==> src/rtl/model_fetcher_pkg.sv <==
// Shared types for the model fetcher and its ModelBuffer / transform-stage interfaces.
package model_fetcher_pkg;

  localparam int unsigned MAX_TRIANGLE_COUNT_DEF = 512;
  localparam int unsigned TRI_IDX_W              = $clog2(MAX_TRIANGLE_COUNT_DEF);
  localparam int unsigned COORD_W                = 32;

  typedef struct packed {
    logic [7:0] model_id;
    logic [7:0] instance_id;
  } fetch_cmd_t;

  typedef struct packed {
    logic [7:0] instance_id;
    logic       first;
    logic       last;
  } fetch_meta_t;

  typedef enum logic [1:0] {
    FETCH_IDLE,
    FETCH_ACTIVE,
    FETCH_DRAIN
  } fetch_state_t;

  typedef struct packed {
    logic [7:0]           model_index;
    logic [TRI_IDX_W-1:0] triangle_index;
  } modelbuf_read_t;

  typedef struct packed {
    logic [COORD_W-1:0] v0;
    logic [COORD_W-1:0] v1;
    logic [COORD_W-1:0] v2;
  } triangle_t;

  typedef struct packed {
    logic last;
  } triangle_meta_t;

endpackage

==> src/rtl/model_fetcher.sv <==
// Walks one stored model triangle-by-triangle: issues sequential ModelBuffer reads and
// forwards returned triangles downstream tagged with instance id and first/last flags.
module model_fetcher
  import model_fetcher_pkg::*;
#(
  parameter int unsigned MAX_TRIANGLE_COUNT = MAX_TRIANGLE_COUNT_DEF,
  parameter int unsigned MAX_OUTSTANDING    = 2
) (
  input  logic           clk,
  input  logic           rstn,
  input  logic           cmd_valid,
  output logic           cmd_ready,
  input  fetch_cmd_t     cmd_data,
  output logic           req_valid,
  input  logic           req_ready,
  output modelbuf_read_t req_data,
  input  logic           rsp_valid,
  output logic           rsp_ready,
  input  triangle_t      rsp_data,
  input  triangle_meta_t rsp_meta,
  output logic           tri_valid,
  input  logic           tri_ready,
  output triangle_t      tri_data,
  output fetch_meta_t    tri_meta,
  output logic           busy,
  output logic           overflow_err
);

  localparam int unsigned IDX_W = $clog2(MAX_TRIANGLE_COUNT) + 1;
  localparam int unsigned OUT_W = $clog2(MAX_OUTSTANDING + 1);
  localparam logic [IDX_W-1:0] IDX_CAP = IDX_W'(MAX_TRIANGLE_COUNT);
  localparam logic [OUT_W-1:0] OUT_MAX = OUT_W'(MAX_OUTSTANDING);

  fetch_state_t     state_q, state_d;
  logic [7:0]       model_id_q, model_id_d;
  logic [7:0]       instance_id_q, instance_id_d;
  logic [IDX_W-1:0] issue_idx_q, issue_idx_d;
  logic [OUT_W-1:0] outstanding_q, outstanding_d;
  logic             stop_q, stop_d;
  logic             first_q, first_d;
  logic             overflow_q, overflow_d;

  logic req_hs, rsp_hs, tri_hs, cap_last;

  // State register
  always_ff @(posedge clk or negedge rstn) begin
    if (!rstn) begin
      state_q       <= FETCH_IDLE;
      model_id_q    <= '0;
      instance_id_q <= '0;
      issue_idx_q   <= '0;
      outstanding_q <= '0;
      stop_q        <= 1'b0;
      first_q       <= 1'b0;
      overflow_q    <= 1'b0;
    end else begin
      state_q       <= state_d;
      model_id_q    <= model_id_d;
      instance_id_q <= instance_id_d;
      issue_idx_q   <= issue_idx_d;
      outstanding_q <= outstanding_d;
      stop_q        <= stop_d;
      first_q       <= first_d;
      overflow_q    <= overflow_d;
    end
  end

  // Next state, handshakes and interface outputs
  always_comb begin
    state_d       = state_q;
    model_id_d    = model_id_q;
    instance_id_d = instance_id_q;
    issue_idx_d   = issue_idx_q;
    outstanding_d = outstanding_q;
    stop_d        = stop_q;
    first_d       = first_q;
    overflow_d    = overflow_q;

    cmd_ready    = 1'b0;
    req_valid    = 1'b0;
    rsp_ready    = 1'b0;
    tri_valid    = 1'b0;
    busy         = (state_q != FETCH_IDLE);
    overflow_err = overflow_q;

    req_data.model_index    = model_id_q;
    req_data.triangle_index = TRI_IDX_W'(issue_idx_q);
    tri_data                = rsp_data;

    // The final capped read is the only one in flight once the cap is reached
    cap_last             = (issue_idx_q == IDX_CAP) && (outstanding_q == OUT_W'(1));
    tri_meta.instance_id = instance_id_q;
    tri_meta.first       = first_q;
    tri_meta.last        = rsp_meta.last || cap_last;

    case (state_q)
      FETCH_IDLE: begin
        cmd_ready = 1'b1;
        if (cmd_valid) begin
          state_d       = FETCH_ACTIVE;
          model_id_d    = cmd_data.model_id;
          instance_id_d = cmd_data.instance_id;
          issue_idx_d   = '0;
          stop_d        = 1'b0;
          first_d       = 1'b1;
          overflow_d    = 1'b0;
        end
      end
      FETCH_ACTIVE: begin
        req_valid = !stop_q && (outstanding_q < OUT_MAX);
        tri_valid = rsp_valid;
        rsp_ready = tri_ready;
      end
      FETCH_DRAIN: begin
        rsp_ready = 1'b1;
      end
      default: begin
        state_d = FETCH_IDLE;
      end
    endcase

    req_hs = req_valid && req_ready;
    rsp_hs = rsp_valid && rsp_ready;
    tri_hs = tri_valid && tri_ready;

    if (req_hs) begin
      issue_idx_d = issue_idx_q + IDX_W'(1);
    end
    outstanding_d = outstanding_q + OUT_W'(req_hs) - OUT_W'(rsp_hs);

    if (state_q == FETCH_ACTIVE) begin
      if (issue_idx_d == IDX_CAP) begin
        stop_d = 1'b1;
      end
      if (rsp_hs && rsp_meta.last) begin
        stop_d = 1'b1;
      end
      if (tri_hs) begin
        first_d = 1'b0;
        if (tri_meta.last) begin
          if (cap_last && !rsp_meta.last) begin
            overflow_d = 1'b1;
          end
          // Reads issued past the model end still have to be absorbed
          state_d = (outstanding_d == '0) ? FETCH_IDLE : FETCH_DRAIN;
        end
      end
    end

    if ((state_q == FETCH_DRAIN) && (outstanding_d == '0)) begin
      state_d = FETCH_IDLE;
    end
  end

endmodule

==> config.mk <==
export PLATFORM = sky130hd
export DESIGN_NAME = model_fetcher
export DESIGN_NICKNAME = d
export VERILOG_FILES = /design/src/rtl/model_fetcher_pkg.sv /design/src/rtl/model_fetcher.sv
export SDC_FILE = /design/constraint.sdc
export NUM_CORES = 1
export LEC_CHECK = 0
export CAP_MARGIN = 20
export CORE_MARGIN = 5
export CORE_UTILIZATION = 30
export CTS_BUF_LIST = sky130_fd_sc_hd__clkbuf_8 sky130_fd_sc_hd__clkbuf_16
export CTS_CLUSTER_DIAMETER = 200
export DETAILED_ROUTE_END_ITERATION = 12
export GPL_ROUTABILITY_DRIVEN = 0
export PLACE_DENSITY = 0.83
export SYNTH_ARGS = -nofsm -noshare
export SYNTH_HDL_FRONTEND = slang
export SYNTH_SLANG_ARGS = --single-unit
==> constraint.sdc <==
create_clock -name clk -period 3.19 [get_ports clk]
set_clock_uncertainty 0.05 [all_clocks]
set_input_delay 0.7975 -clock clk [delete_from_list [all_inputs] [get_ports clk]]
set_output_delay 0.7975 -clock clk [all_outputs]
set_load 0.05 [all_outputs]
==> results.json <==
{
  "status": "completed",
  "synthTopCellsByArea": "sky130_fd_sc_hd__dfrtp_1 34%, sky130_fd_sc_hd__buf_4 33%, sky130_fd_sc_hd__mux2_2 7.4%",
  "ys_ff_latch": 33,
  "synthesis.nets": 383,
  "critPathMaxStageDelay_ns": 0.86,
  "power.static_leakage_nw": 1.048,
  "fin_crit_ns": 2.976,
  "chip_height_um": 100.1,
  "synth_warnings": 0,
  "totalWireLength_mm": 5.056,
  "cts.repair.resized": 0,
  "critPathLaunch": "state_q[1]",
  "root_buffer": "sky130_fd_sc_hd__clkbuf_8",
  "finalCritPeriodShare_pct": 93.28,
  "cellPowerDensity_nw_per_um2": 1049,
  "floorplan.initialDensity_pct": 31.17,
  "num_vias": 1507,
  "gr-total-overflow": 0,
  "routed_wire_length_per_instance_um": 15.95,
  "worstPathMaxFanout": 5,
  "grt_max_degree": 34,
  "timing.final.max_slew_violations": 0,
  "via_cell_ratio": 4.754,
  "peakVddDrop_mv": 0.6461,
  "detail_route.drc_violations": 0,
  "post_cts_buffers": 0,
  "final_net_count": 340,
  "timing.setup.critical_path_class": "reg2out",
  "setup_violations": 0,
  "clock_insertion_delay_worst_skew_ns": 0.28,
  "setup-tns-final_ns": 0,
  "clk_transition_reported_paths_ns": 0.07,
  "worstReg2RegStart": "state_q[1]",
  "number_of_hold_slack_violations_in_the_final_timing_report": 0,
  "antenna_violations_before_repair": 0,
  "antenna_left": 0,
  "maxCapViolCount": 0,
  "drt_pass1_iterations": 4,
  "worst-slew-pin-transition_ns": 0.7566,
  "min-delay-start": "first_q",
  "cts_tree": "done",
  "grt_first_pass_wirelength_mm": 8.148,
  "slowest_stage_cell_crit_path": "sky130_fd_sc_hd__clkdlybuf4s50_1",
  "critical_path_arrival_ns": 2.13,
  "cts.hold.buffers_added": 0,
  "htree_levels": 2,
  "antenna_cells_inserted": 0,
  "seq_total_area_yosys_pct": 33.93,
  "crit_required_ns": 2.34,
  "synth_area_per_cell_um2": 9.469,
  "core_area_um2": 7807,
  "rows": 32,
  "final_layout_size_suffix_gt1_share_pct": 16.28,
  "areaGrowthSynthToFinish_pct": 1.645,
  "worstPathCellList": "inv_1 -> ha_1 -> nor3b_1 -> clkdlybuf4s50_1",
  "grt_util_all_layers_pct": 10.23,
  "die_x_um": 100.1,
  "number_of_i_o_pins": 248,
  "holdCritPathClass": "reg2reg",
  "critical_path.endpoint_type": "output port",
  "startpoint_class": "flip-flop",
  "tritoncts_num_sinks": 33,
  "ys_types": 42,
  "synth.cell_area_um2": 2434,
  "clock_tree_buffer_depth": 2,
  "yosysTopAreaCell": "sky130_fd_sc_hd__dfrtp_1",
  "dr.first_iter.drc_count": 148,
  "number_of_global_route_vias_before_repair": 1563,
  "rsz0062_at_grt": "no",
  "filler_cell_count": 792,
  "synthCells": 257,
  "final_util_pct": 31.68,
  "max_slew_margin_pct": 49.56,
  "cts_inserted_buffers": 5,
  "detailedPlacementHpwl_mm": 3.946,
  "yosys.area.top_type_share_pct": 33.93,
  "max_clock_freq_mhz": 336.1,
  "design.die.area_um2": 10010,
  "io_buffer_count": 55
}
worst max-delay path: cells and delay by family, from the launching register on:
| kind | cells | cell delay [ns] |
|---|---|---|
| buffers and inverters | 2 | 0.96 |
| AND/OR/NAND/NOR | 1 | 0.23 |
| adder cells (fa/ha/maj) | 1 | 0.24 |
| flip-flops | 1 | 0.41 |
power by group:
group	leakage (nW)	internal (mW)	switching, mW
Combinational	0.572	0.576	0.929
Sequential	0.414	0.574	0.111
Clock	0.0626	0.252	0.155
Total	1.05	1.40	1.19
final timing paths:
kind	to	slack [ns]	cells after the start
max	req_valid	0.21	4
min	first_q	0.45	1
max reg2reg	stop_q	0.64	9
min reg2reg	first_q	0.45	1
max in group asynchronous	issue_idx_q[4]	2.08	1
min in group asynchronous	issue_idx_q[5]	0.53	1
cell usage in the layout, fill, tap and decap left out, drive strengths merged, types with 2 or more instances in the layout:
cell type	synthesis	routed
clkbuf	1	6
dfrtp	33	33
a31oi	3	3
o31ai	4	4
clkdlybuf4s50	0	51
o21ai	14	14
nand2	12	12
inv	8	9
mux2	17	17
xnor2	2	2
nor2b	2	2
and3	3	3
buf	109	9
nand2b	2	2
ha	7	7
nor2	9	9
and2	5	5
nand3	4	4
a21oi	3	3
registers in the layout, indices dropped and copies added (netlist names):
register       cells
first_q            1
model_id_q         8
state_q            2
issue_idx_q       10
stop_q             1
overflow_err       1
outstanding_q      2
instance_id_q      8
kinds of logic after synthesis:
| kind of cell | share of synthesized area [%] |
|---|---|
| muxes | 7.866 |
| buffers and inverters | 34.81 |
| and+or+nand+nor | 10.03 |
| adders and majority gates | 3.599 |
| xor gates and xnor gates | 0.7199 |
| AOI/OAI and AO/OA | 9.050 |
| DFF | 33.93 |
routing by layer:
metal  vias up  global-route usage [%]  share of wire (%)  routed length [µm]
met5         -                       0                  0                   0
met4         0                   5.907                3.6                 181
met3        28                   4.031                9.2                 464
met2        93                   15.34                 45                2253
met1       724                   12.44                 43                2156
li1        662                       -                  -                   -
stage by stage:
stage	area [µm²]	total power, mW	setup WS [ns]	hold WS, ns	instances
3_3_place_gp	2357	2.165	0.1807	0.4242	309
5_1_grt	2474	2.738	0.1502	0.4732	317
3_5_place_dp	2357	2.205	0.07803	0.4309	309
4_1_cts	2474	2.620	0.2209	0.4542	317
2_1_floorplan	2434	2.019	0.2562	0.4153	257
6_report	2474	2.595	0.2144	0.4513	317
cell type report:
class / instances / area (µm²) / share of cell area [%]
timing repair buffer: 60 / 613.1 / 24.79
multi-input combinational: 106 / 760.7 / 30.75
sequential: 33 / 825.8 / 33.38
inverter: 8 / 30.03 / 1.214
clock inverter: 2 / 33.78 / 1.366
clock buffer: 6 / 82.58 / 3.338
tap: 102 / 127.6 / 5.159
Yosys cell counts (all sizes together):
library cell	instances
o21bai	1
nand4	1
o21a	1
a21boi	1
nand2b	2
o41ai	1
buf	109
clkbuf	1
nor4b	1
or4	1
o21ai	14
a211oi	1
nor4	1
o31ai	4
nor4bb	1
inv	8
nor2b	2
nand3	4
nor2	9
or2	1
a21oi	3
nor3b	1
o22a	1
nand4b	1
ha	7
a32oi	1
xnor2	2
mux2	17
o22ai	1
a31oi	3
o311ai	1
and3	3
and2	5
dfrtp	33
a22oi	1
nand2	12
or3	1
Note: power is estimated with default switching activity, not from simulation.
